**config.mk**
```make
export PLATFORM = sky130hd
export DESIGN_NAME = wb_rr_arbiter
export DESIGN_NICKNAME = d
export VERILOG_FILES = /design/src/rtl/wb_arb_pkg.sv /design/src/rtl/wb_rr_pick.sv /design/src/rtl/wb_rr_arbiter.sv
export SDC_FILE = /design/constraint.sdc
export NUM_CORES = 1
export LEC_CHECK = 0
export ABC_AREA = 1
export CAP_MARGIN = 20
export CORE_AREA = 8 8 124 126
export CTS_CLUSTER_DIAMETER = 60
export DETAILED_ROUTE_END_ITERATION = 10
export DIE_AREA = 0 0 132 134
export PLACE_DENSITY = 0.68
export SLEW_MARGIN = 0
export SYNTH_ARGS = -nofsm -noshare
export SYNTH_HDL_FRONTEND = slang
export SYNTH_SLANG_ARGS = --single-unit
```
**constraint.sdc**
```tcl
create_clock -name wb_clk_i -period 5.7 [get_ports wb_clk_i]
set_input_delay 1.71 -clock wb_clk_i [delete_from_list [all_inputs] [get_ports wb_clk_i]]
set_output_delay 1.71 -clock wb_clk_i [all_outputs]
set_load 0.01 [all_outputs]
```
**src/rtl/wb_arb_pkg.sv**
```systemverilog
// Shared definitions for the Wishbone round-robin arbiters.
// Holds the arbiter state encoding, Wishbone cycle/burst type constants and a
// constant-evaluable clog2 used to size the round-robin pointer.
package wb_arb_pkg;

  typedef enum logic [1:0] {
    StIdle,
    StBusy,
    StAbort
  } arb_state_e;

  // Wishbone B3 cycle type identifiers
  localparam logic [2:0] CtiClassic = 3'b000;
  localparam logic [2:0] CtiIncr    = 3'b010;
  localparam logic [2:0] CtiEob     = 3'b111;

  // Wishbone B3 burst type identifiers
  localparam logic [1:0] BteLinear  = 2'b00;

  // Ceiling log2; returns 0 for n <= 1.
  function automatic int unsigned clog2(input int unsigned n);
    int unsigned r;
    int unsigned v;
    r = 0;
    v = 1;
    while (v < n) begin
      v = v << 1;
      r = r + 1;
    end
    return r;
  endfunction

endpackage

```
**src/rtl/wb_rr_pick.sv**
```systemverilog
// Combinational round-robin picker.
// Ports:
//   req_i - request vector, one bit per requester
//   ptr_i - index of the highest-priority requester this round
//   gnt_o - one-hot grant for the first requester at or after ptr_i (wrapping);
//           all zero when nothing requests
module wb_rr_pick #(
  parameter int unsigned N    = 2,
  parameter int unsigned PtrW = 1
) (
  input  logic [N-1:0]    req_i,
  input  logic [PtrW-1:0] ptr_i,
  output logic [N-1:0]    gnt_o
);

  logic [N-1:0] hi_req;
  logic [N-1:0] sel_req;

  always_comb begin
    hi_req = '0;
    for (int i = 0; i < N; i++) begin
      hi_req[i] = req_i[i] && (i >= int'(ptr_i));
    end
    // Requesters at or above ptr win; otherwise wrap to the lowest index.
    sel_req = (|hi_req) ? hi_req : req_i;
    gnt_o   = '0;
    for (int i = N - 1; i >= 0; i--) begin
      if (sel_req[i]) begin
        gnt_o    = '0;
        gnt_o[i] = 1'b1;
      end
    end
  end

endmodule

```
**src/rtl/wb_rr_arbiter.sv**
```systemverilog
// Round-robin Wishbone B3 arbiter: merges NUM_MASTERS core-side master ports
// (flattened, slice k = master k) onto one shared master port. Ownership is
// held for the whole cyc so bursts stay atomic; a watchdog aborts strobes the
// slave never answers and returns err to the owner.
// Ports:
//   wb_clk_i, wb_rst_i            - clock, asynchronous active-high reset
//   wbm_*_i                       - core-side master requests (flattened)
//   wbm_dat_o                     - slave read data broadcast to every slice
//   wbm_ack_o/err_o/rty_o         - responses, only the owner sees them
//   wbs_*_o                       - muxed request towards the interconnect
//   wbs_dat_i, wbs_ack_i/err_i/rty_i - slave responses
//   grant_o                       - one-hot current owner
//   timeout_o                     - one-cycle pulse on each watchdog abort
module wb_rr_arbiter
  import wb_arb_pkg::*;
#(
  parameter int unsigned dw          = 32,
  parameter int unsigned aw          = 32,
  parameter int unsigned NUM_MASTERS = 2,
  parameter int unsigned TIMEOUT     = 1024,
  parameter int unsigned CW          = 11
) (
  input  logic                      wb_clk_i,
  input  logic                      wb_rst_i,
  input  logic [aw*NUM_MASTERS-1:0] wbm_adr_i,
  input  logic [dw*NUM_MASTERS-1:0] wbm_dat_i,
  input  logic [4*NUM_MASTERS-1:0]  wbm_sel_i,
  input  logic [NUM_MASTERS-1:0]    wbm_we_i,
  input  logic [NUM_MASTERS-1:0]    wbm_cyc_i,
  input  logic [NUM_MASTERS-1:0]    wbm_stb_i,
  input  logic [3*NUM_MASTERS-1:0]  wbm_cti_i,
  input  logic [2*NUM_MASTERS-1:0]  wbm_bte_i,
  output logic [dw*NUM_MASTERS-1:0] wbm_dat_o,
  output logic [NUM_MASTERS-1:0]    wbm_ack_o,
  output logic [NUM_MASTERS-1:0]    wbm_err_o,
  output logic [NUM_MASTERS-1:0]    wbm_rty_o,
  output logic [aw-1:0]             wbs_adr_o,
  output logic [dw-1:0]             wbs_dat_o,
  output logic [3:0]                wbs_sel_o,
  output logic                      wbs_we_o,
  output logic                      wbs_cyc_o,
  output logic                      wbs_stb_o,
  output logic [2:0]                wbs_cti_o,
  output logic [1:0]                wbs_bte_o,
  input  logic [dw-1:0]             wbs_dat_i,
  input  logic                      wbs_ack_i,
  input  logic                      wbs_err_i,
  input  logic                      wbs_rty_i,
  output logic [NUM_MASTERS-1:0]    grant_o,
  output logic                      timeout_o
);

  localparam int unsigned PtrW      = (NUM_MASTERS > 1) ? clog2(NUM_MASTERS) : 1;
  localparam bit          WdEn      = (TIMEOUT > 0);
  localparam logic [CW-1:0] TimeoutCw = CW'(TIMEOUT);

  arb_state_e             state_q;
  logic [NUM_MASTERS-1:0] grant_q;
  logic [PtrW-1:0]        gnt_idx_q;
  logic [PtrW-1:0]        ptr_q;
  logic [CW-1:0]          cnt_q;
  logic                   timeout_q;

  logic [NUM_MASTERS-1:0] pick_gnt;
  logic [PtrW-1:0]        pick_idx;
  logic [PtrW-1:0]        next_ptr;
  logic                   slv_resp;
  logic                   own_cyc;
  logic                   own_stb;

  logic [aw-1:0] adr_arr [NUM_MASTERS];
  logic [dw-1:0] dat_arr [NUM_MASTERS];
  logic [3:0]    sel_arr [NUM_MASTERS];
  logic [2:0]    cti_arr [NUM_MASTERS];
  logic [1:0]    bte_arr [NUM_MASTERS];

  for (genvar k = 0; k < NUM_MASTERS; k++) begin : g_slice
    assign adr_arr[k] = wbm_adr_i[k*aw +: aw];
    assign dat_arr[k] = wbm_dat_i[k*dw +: dw];
    assign sel_arr[k] = wbm_sel_i[k*4 +: 4];
    assign cti_arr[k] = wbm_cti_i[k*3 +: 3];
    assign bte_arr[k] = wbm_bte_i[k*2 +: 2];
  end

  wb_rr_pick #(
    .N    (NUM_MASTERS),
    .PtrW (PtrW)
  ) u_pick (
    .req_i (wbm_cyc_i),
    .ptr_i (ptr_q),
    .gnt_o (pick_gnt)
  );

  always_comb begin
    pick_idx = '0;
    for (int i = 0; i < NUM_MASTERS; i++) begin
      if (pick_gnt[i]) pick_idx = PtrW'(i);
    end
  end

  assign next_ptr = (gnt_idx_q == PtrW'(NUM_MASTERS - 1)) ? '0 : gnt_idx_q + 1'b1;
  assign slv_resp = wbs_ack_i | wbs_err_i | wbs_rty_i;
  assign own_cyc  = wbm_cyc_i[gnt_idx_q];
  assign own_stb  = wbm_stb_i[gnt_idx_q];

  always_ff @(posedge wb_clk_i or posedge wb_rst_i) begin
    if (wb_rst_i) begin
      state_q   <= StIdle;
      grant_q   <= '0;
      gnt_idx_q <= '0;
      ptr_q     <= '0;
      cnt_q     <= '0;
      timeout_q <= 1'b0;
    end else begin
      timeout_q <= 1'b0;
      cnt_q     <= '0;
      unique case (state_q)
        StIdle: begin
          if (|wbm_cyc_i) begin
            grant_q   <= pick_gnt;
            gnt_idx_q <= pick_idx;
            state_q   <= StBusy;
          end
        end
        StBusy: begin
          if (!own_cyc) begin
            grant_q <= '0;
            ptr_q   <= next_ptr;
            state_q <= StIdle;
          end else if (WdEn && own_stb && !slv_resp) begin
            // A response in the limit cycle falls outside this branch and wins.
            if (cnt_q == TimeoutCw) begin
              state_q   <= StAbort;
              timeout_q <= 1'b1;
            end else begin
              cnt_q <= cnt_q + 1'b1;
            end
          end
        end
        StAbort: begin
          if (!own_cyc) begin
            grant_q <= '0;
            ptr_q   <= next_ptr;
            state_q <= StIdle;
          end
        end
        default: state_q <= StIdle;
      endcase
    end
  end

  always_comb begin
    wbs_adr_o = '0;
    wbs_dat_o = '0;
    wbs_sel_o = '0;
    wbs_we_o  = 1'b0;
    wbs_cyc_o = 1'b0;
    wbs_stb_o = 1'b0;
    wbs_cti_o = '0;
    wbs_bte_o = '0;
    if (state_q == StBusy) begin
      wbs_adr_o = adr_arr[gnt_idx_q];
      wbs_dat_o = dat_arr[gnt_idx_q];
      wbs_sel_o = sel_arr[gnt_idx_q];
      wbs_we_o  = wbm_we_i[gnt_idx_q];
      wbs_cyc_o = own_cyc;
      wbs_stb_o = own_stb;
      wbs_cti_o = cti_arr[gnt_idx_q];
      wbs_bte_o = bte_arr[gnt_idx_q];
    end
  end

  assign wbm_dat_o = {NUM_MASTERS{wbs_dat_i}};
  assign wbm_ack_o = (state_q == StBusy) ? (grant_q & {NUM_MASTERS{wbs_ack_i}}) : '0;
  assign wbm_rty_o = (state_q == StBusy) ? (grant_q & {NUM_MASTERS{wbs_rty_i}}) : '0;
  // timeout_q is only ever set on entry to StAbort, giving the one-cycle err.
  assign wbm_err_o = ((state_q == StBusy) ? (grant_q & {NUM_MASTERS{wbs_err_i}}) : '0)
                   | (grant_q & {NUM_MASTERS{timeout_q}});
  assign grant_o   = grant_q;
  assign timeout_o = timeout_q;

endmodule

```
# == Yosys cells after proc, flatten, opt, wreduce, memory -nomap -nowiden ==
# Index checks and enable logic that the tools add are counted.
# Widths: inputs -> output; s select.
# word_totals
regBits,18
inputBits,189
wordCells,93
# classes
add_sub_neg,2
n_lt_le_gt_ge,3
n_eq_ne,8
n_mux,53
bitwise,9
n_reduce_logical,12
# op_table
cell,n
$mux 32,8
$mux 11,4
$mux 2,15
$mux 1,16
$mux 4,4
$mux 3,4
$add 11x1->11 const B,1
$eq 11x11->1 const B,1
$and 2x2->2,4
$ne 2x2->1 const B,3
$ne 3x3->1 const B,2
$pmux 2 s3,1
$reduce_or 2->1,3
$pmux 2 s2,1
$reduce_and 2->1,2
$reduce_and 4->1,1
$reduce_and 3->1,1
$eq 2x1->1 const B,1
$eq 2x2->1 const B,1
$ge 2x2->1 const B,1
$logic_and 1x1->1,2
$logic_not 2->1,1
$lt 1x2->1 const B,1
$not 1->2,1
7 further kinds,8

# == Depth between registers and ports, before layout ==
# Gate-level depths: netlist (run 1).
# depth
depth_word,7
ltp_mapped,11
depth_no_buf,11

# == Modules after synthesis ==
# From an unflattened synthesis (run 1), not the netlist that was laid out.
# hier_totals
hier_cells,459
hier_area_um2,2635.0
# by_module_without_submodules
module,instances,cells_each,area_each_um2,seq_area_each_um2
wb_rr_arbiter,1,455,2607.5,450.4
wb_rr_pick,1,4,27.5,0.0

# == Worst setup path after synthesis (run 1) ==
# Ideal clock, no wire load.
# synth_timing
path_kind,input to output
from,in wbm_cyc_i[0]
to,out wbs_cyc_o
arrival_ns,2.114
slack_ns,1.876
stages,4
cell_sequence,inv_1 > o21ai_4 > nand2_4 > inv_1
# synth_between
elab_chain_cells,3
# synth_rtl
element,line,rtl
start: declaration,wb_rr_arbiter.sv:29,"input logic [NUM_MASTERS-1:0] wbm_cyc_i,"
$mux 1 (implied by the code) (2 in series),wb_rr_arbiter.sv:103,assign own_cyc = wbm_cyc_i[gnt_idx_q];
$mux 1,wb_rr_arbiter.sv:161,if (state_q == StBusy) begin
end: declaration,wb_rr_arbiter.sv:41,"output logic wbs_cyc_o,"
# No other way between the ends. The select of a mux whose other input is x is not followed.

# == Final worst setup path (run 1) ==
# Same ends and word-level chain as after synthesis.

==> run_results.csv, run 1 <==
group,metric,value,unit
outcome,status,"finished, final reports clean",
sta,timing.final.ws_setup,0.8128,ns
final_layout,final-instance-count-excl-fill,803,
final_layout,syn_to_final_growth,80.69,%
route,wl_met1,5.879,mm
floorplanning,die_w,132,µm
route,via_per_inst,4.197,
final_layout,drive_gt1_frac,0.04655,
floorplanning,rows,43,
logic_synthesis,synth-seq-cells,18,
clock_network,cts_tree,"built",
logic_synthesis,synth_flop_cell,"dfrtp_1",
global_routing,grt-ovfl-total,0,
setup_path,cp_cell_sequence,"clkdlybuf4s50_1 > inv_1 > o21ai_4 > nand2_4 > inv_1 > clkdlybuf4s50_1",
place,place_congestion,0.8359,
logic_synthesis,syn_area_per_cell,5.781,µm²
route,wl_met2,6.786,mm
logic_synthesis,synth_top_area_cell,"nor2_1",
clock_network,clk_latency,0.25,ns
setup_path,path_class,"input port to primary output",
logic_synthesis,synth_edf_count,0,
final_layout,finish.net_count,818,
setup_path,crit_required,3.99,ns
sta,rsz0062_at_grt,"no",
pwr,power_leakage,1.926,nW
floorplanning,start_util,0.1986,
final_layout,nFillCells,1419,
global_routing,track_usage,0.1490,
logic_synthesis,synth.top_cell.area_share,0.2351,
logic_synthesis,syn_nets,658,
floorplanning,coreArea,13500,µm²
setup_path,slowest_delay,0.53,ns
route,wl_per_cell,18.08,µm
route,drt_iter0_markers,173,
clock_network,cts_resized,0,
clock_network,clockBufferDepth,2,
floorplanning,die_area,17690,µm²
setup_path,crit_buf_inv,4,
setup_path,crit_arrival,3.18,ns
setup_path,worstPathMaxFanout,4,
logic_synthesis,synth_area,2683,µm²
sta,slew_headroom,0.4953,
sta,setup_viol,0,
sta,maxSlewViolCount,0,
clock_network,post-cts-setup-buffers,0,
clock_network,cts_buffers,3,
setup_path,slowest_stage,"clkdlybuf4s50_1",
global_routing,grt_pass1_wl,20.53,mm
sta,timing.fmax,204.6,MHz
clock_network,hold_buffers,0,
setup_path,cpLargestDelayFamily,"buffers and inverters",
logic_synthesis,synth.yosys.seq_area_share,0.1679,
sta,finalHoldViolCount,0,
clock_network,clk_pin_slew,0.05,ns
route,ant_nets,0,
logic_synthesis,synthCells,464,
logic_synthesis,synthArstFlopShare,1.000,
floorplanning,io_pins,338,
sta,fin_setup_tns,0,ns
route,drc,0,
setup_path,worstSetupEndpointType,"primary output",
route,dr_wl_met3,1.727,mm
sta,whs,0.4899,ns
pwr,vdd_drop_max,0.2136,mV
sta,clock_skew,0.002135,ns
clock_network,htree_levels,1,
logic_synthesis,ys_warn_count,0,
route,dr.pass1.iters,4,
pwr,powerDensity,372.6,nW/µm²
final_layout,diodes,0,
worst_hold_path,min_path_type,"register to register",
setup_path,start_kind,"input port",
route,finalWirelength,14.52,mm
place,io_buffers,241,
clock_network,root_buffer,"clkbuf_16",
pwr,fin_total_pwr,1.806,mW
place,dp_cells,799,
setup_path,rrSetupSlack,3.41,ns
logic_synthesis,yosys-top-cells-count,"168 x nor2_1, 82 x o21ai_0, 64 x buf_4",
logic_synthesis,synthTopCellsByArea,"nor2_1 24%, buf_4 18%, dfrtp_1 17%",
place,pre_cts_ws,0.8179,ns
job,drv_cap,0,
floorplanning,die_h,134,µm
sta,fin_crit,4.887,ns
global_routing,antenna_found_initial,0,
logic_synthesis,synth_cell_types,27,
global_routing,grt_pass1_vias,3140,
sta,worst_pin_slew,0.7570,ns
global_routing,grt_max_degree,46,
route,top_layer_used,"met4",
clock_network,clock_sinks,18,
logic_synthesis,yosysMostFrequentCell,"nor2_1",
route,vias,3370,
place,dpl.hpwl,11.89,mm
sta,min_period_over_period,0.8574,
registers in the layout, indices dropped and copies added, names as in the netlist:
signal / flops
grant_o: 2
ptr_q: 1
gnt_idx_q: 1
cnt_q: 11
timeout_o: 1
state_q: 2
power breakdown:
| part | internal [mW] | switching, mW | leakage (nW) |
|---|---|---|---|
| Combinational | 0.711 | 0.760 | 1.64 |
| Clock | 0.0951 | 0.0493 | 0.0382 |
| Sequential | 0.144 | 0.0468 | 0.243 |
| Total | 0.950 | 0.856 | 1.93 |
stage by stage:
| stage | cell area (µm²) | utilization |
|---|---|---|
| 4_1_cts | 4847 | 0.3589 |
| 6_report | 4847 | 0.3589 |
| 3_3_place_gp | 4768 | 0.3531 |
| 2_1_floorplan | 2683 | - |
| 3_5_place_dp | 4768 | 0.3531 |
| 5_1_grt | 4847 | 0.3589 |
final timing paths:
kind                       depth (start not counted)          to          from
setup / recovery                                   6   wbs_cyc_o  wbm_cyc_i[0]
hold / removal                                     1    cnt_q[0]      cnt_q[0]
setup reg to reg                                   7    cnt_q[6]     gnt_idx_q
hold reg to reg                                    1    cnt_q[0]      cnt_q[0]
max in group asynchronous                          2   gnt_idx_q      wb_rst_i
min in group asynchronous                          2  state_q[0]      wb_rst_i
routing by layer:
| metal | vias up | GRT usage |
|---|---|---|
| li1 | 1718 | - |
| met1 | 1446 | 0.1790 |
| met2 | 195 | 0.2393 |
| met3 | 11 | 0.07255 |
| met4 | 0 | 0.02297 |
| met5 | - | 0 |
cell type report:
class                           instances  area [µm²]  share of cell area
Multi-Input combinational cell        328        1523              0.3141
Clock buffer                            4       78.83             0.01626
Tap cell                              180       225.2             0.04646
Inverter                               29       108.9             0.02246
Sequential cell                        18       451.7             0.09319
Timing Repair Buffer                  244        2460              0.5075
placed cells by master (no fill, tap or decap), drive strengths merged:
| cell type | count |
|---|---|
| a211o | 1 |
| a21oi | 5 |
| buf | 3 |
| clkbuf | 4 |
| clkdlybuf4s50 | 241 |
| dfrtp | 18 |
| ha | 5 |
| inv | 29 |
| nand2 | 33 |
| nand3 | 8 |
| nand4 | 1 |
| nor2 | 172 |
| nor3 | 16 |
| nor4 | 1 |
| o21ai | 84 |
| or2 | 2 |
worst register-to-register path, delay by kind of cell (launching register included):
family / cells / cell delay, ns
flip-flops: 1 / 0.63
buffers and inverters: 1 / 0.65
AND/OR/NAND/NOR: 5 / 0.78
AO/OA/AOI/OAI: 1 / 0.14
cells by family (layout without fill, tap and decap cells):
family / count (synthesis) / after routing / synth area share
AO/OA/AOI/OAI: 90 / 90 / 0.1791
adder cells (fa/ha/maj): 5 / 5 / 0.02332
buffers and inverters: 118 / 277 / 0.2654
flip-flops: 18 / 18 / 0.1679
AND/OR/NAND/NOR: 233 / 233 / 0.3643
No activity file was read; power rests on OpenSTA's default activity.
==> run 2: changes to the inputs <==
--- a/config.mk
+++ b/config.mk
@@ -11,6 +11,7 @@
 export CTS_CLUSTER_DIAMETER = 60
 export DETAILED_ROUTE_END_ITERATION = 10
 export DIE_AREA = 0 0 132 134
+export GPL_ROUTABILITY_DRIVEN = 0
 export PLACE_DENSITY = 0.68
 export SLEW_MARGIN = 0
 export SYNTH_ARGS = -nofsm -noshare
==> results of run 2 <==
Same layout as run 1: the final DEF is identical, and so are final timing and power.
==> run 3: changes to the inputs <==
--- a/config.mk
+++ b/config.mk
@@ -6,6 +6,7 @@
 export NUM_CORES = 1
 export LEC_CHECK = 0
 export ABC_AREA = 1
+export ABC_CLOCK_PERIOD_IN_PS = 5700
 export CAP_MARGIN = 20
 export CORE_AREA = 8 8 124 126
 export CTS_CLUSTER_DIAMETER = 60
@@ -13,6 +14,7 @@
 export DIE_AREA = 0 0 132 134
 export GPL_ROUTABILITY_DRIVEN = 0
 export PLACE_DENSITY = 0.68
+export SKIP_CTS_REPAIR_TIMING = 1
 export SLEW_MARGIN = 0
 export SYNTH_ARGS = -nofsm -noshare
 export SYNTH_HDL_FRONTEND = slang
==> results of run 3 <==
Same layout as run 1: the final DEF is identical, and so are final timing and power.
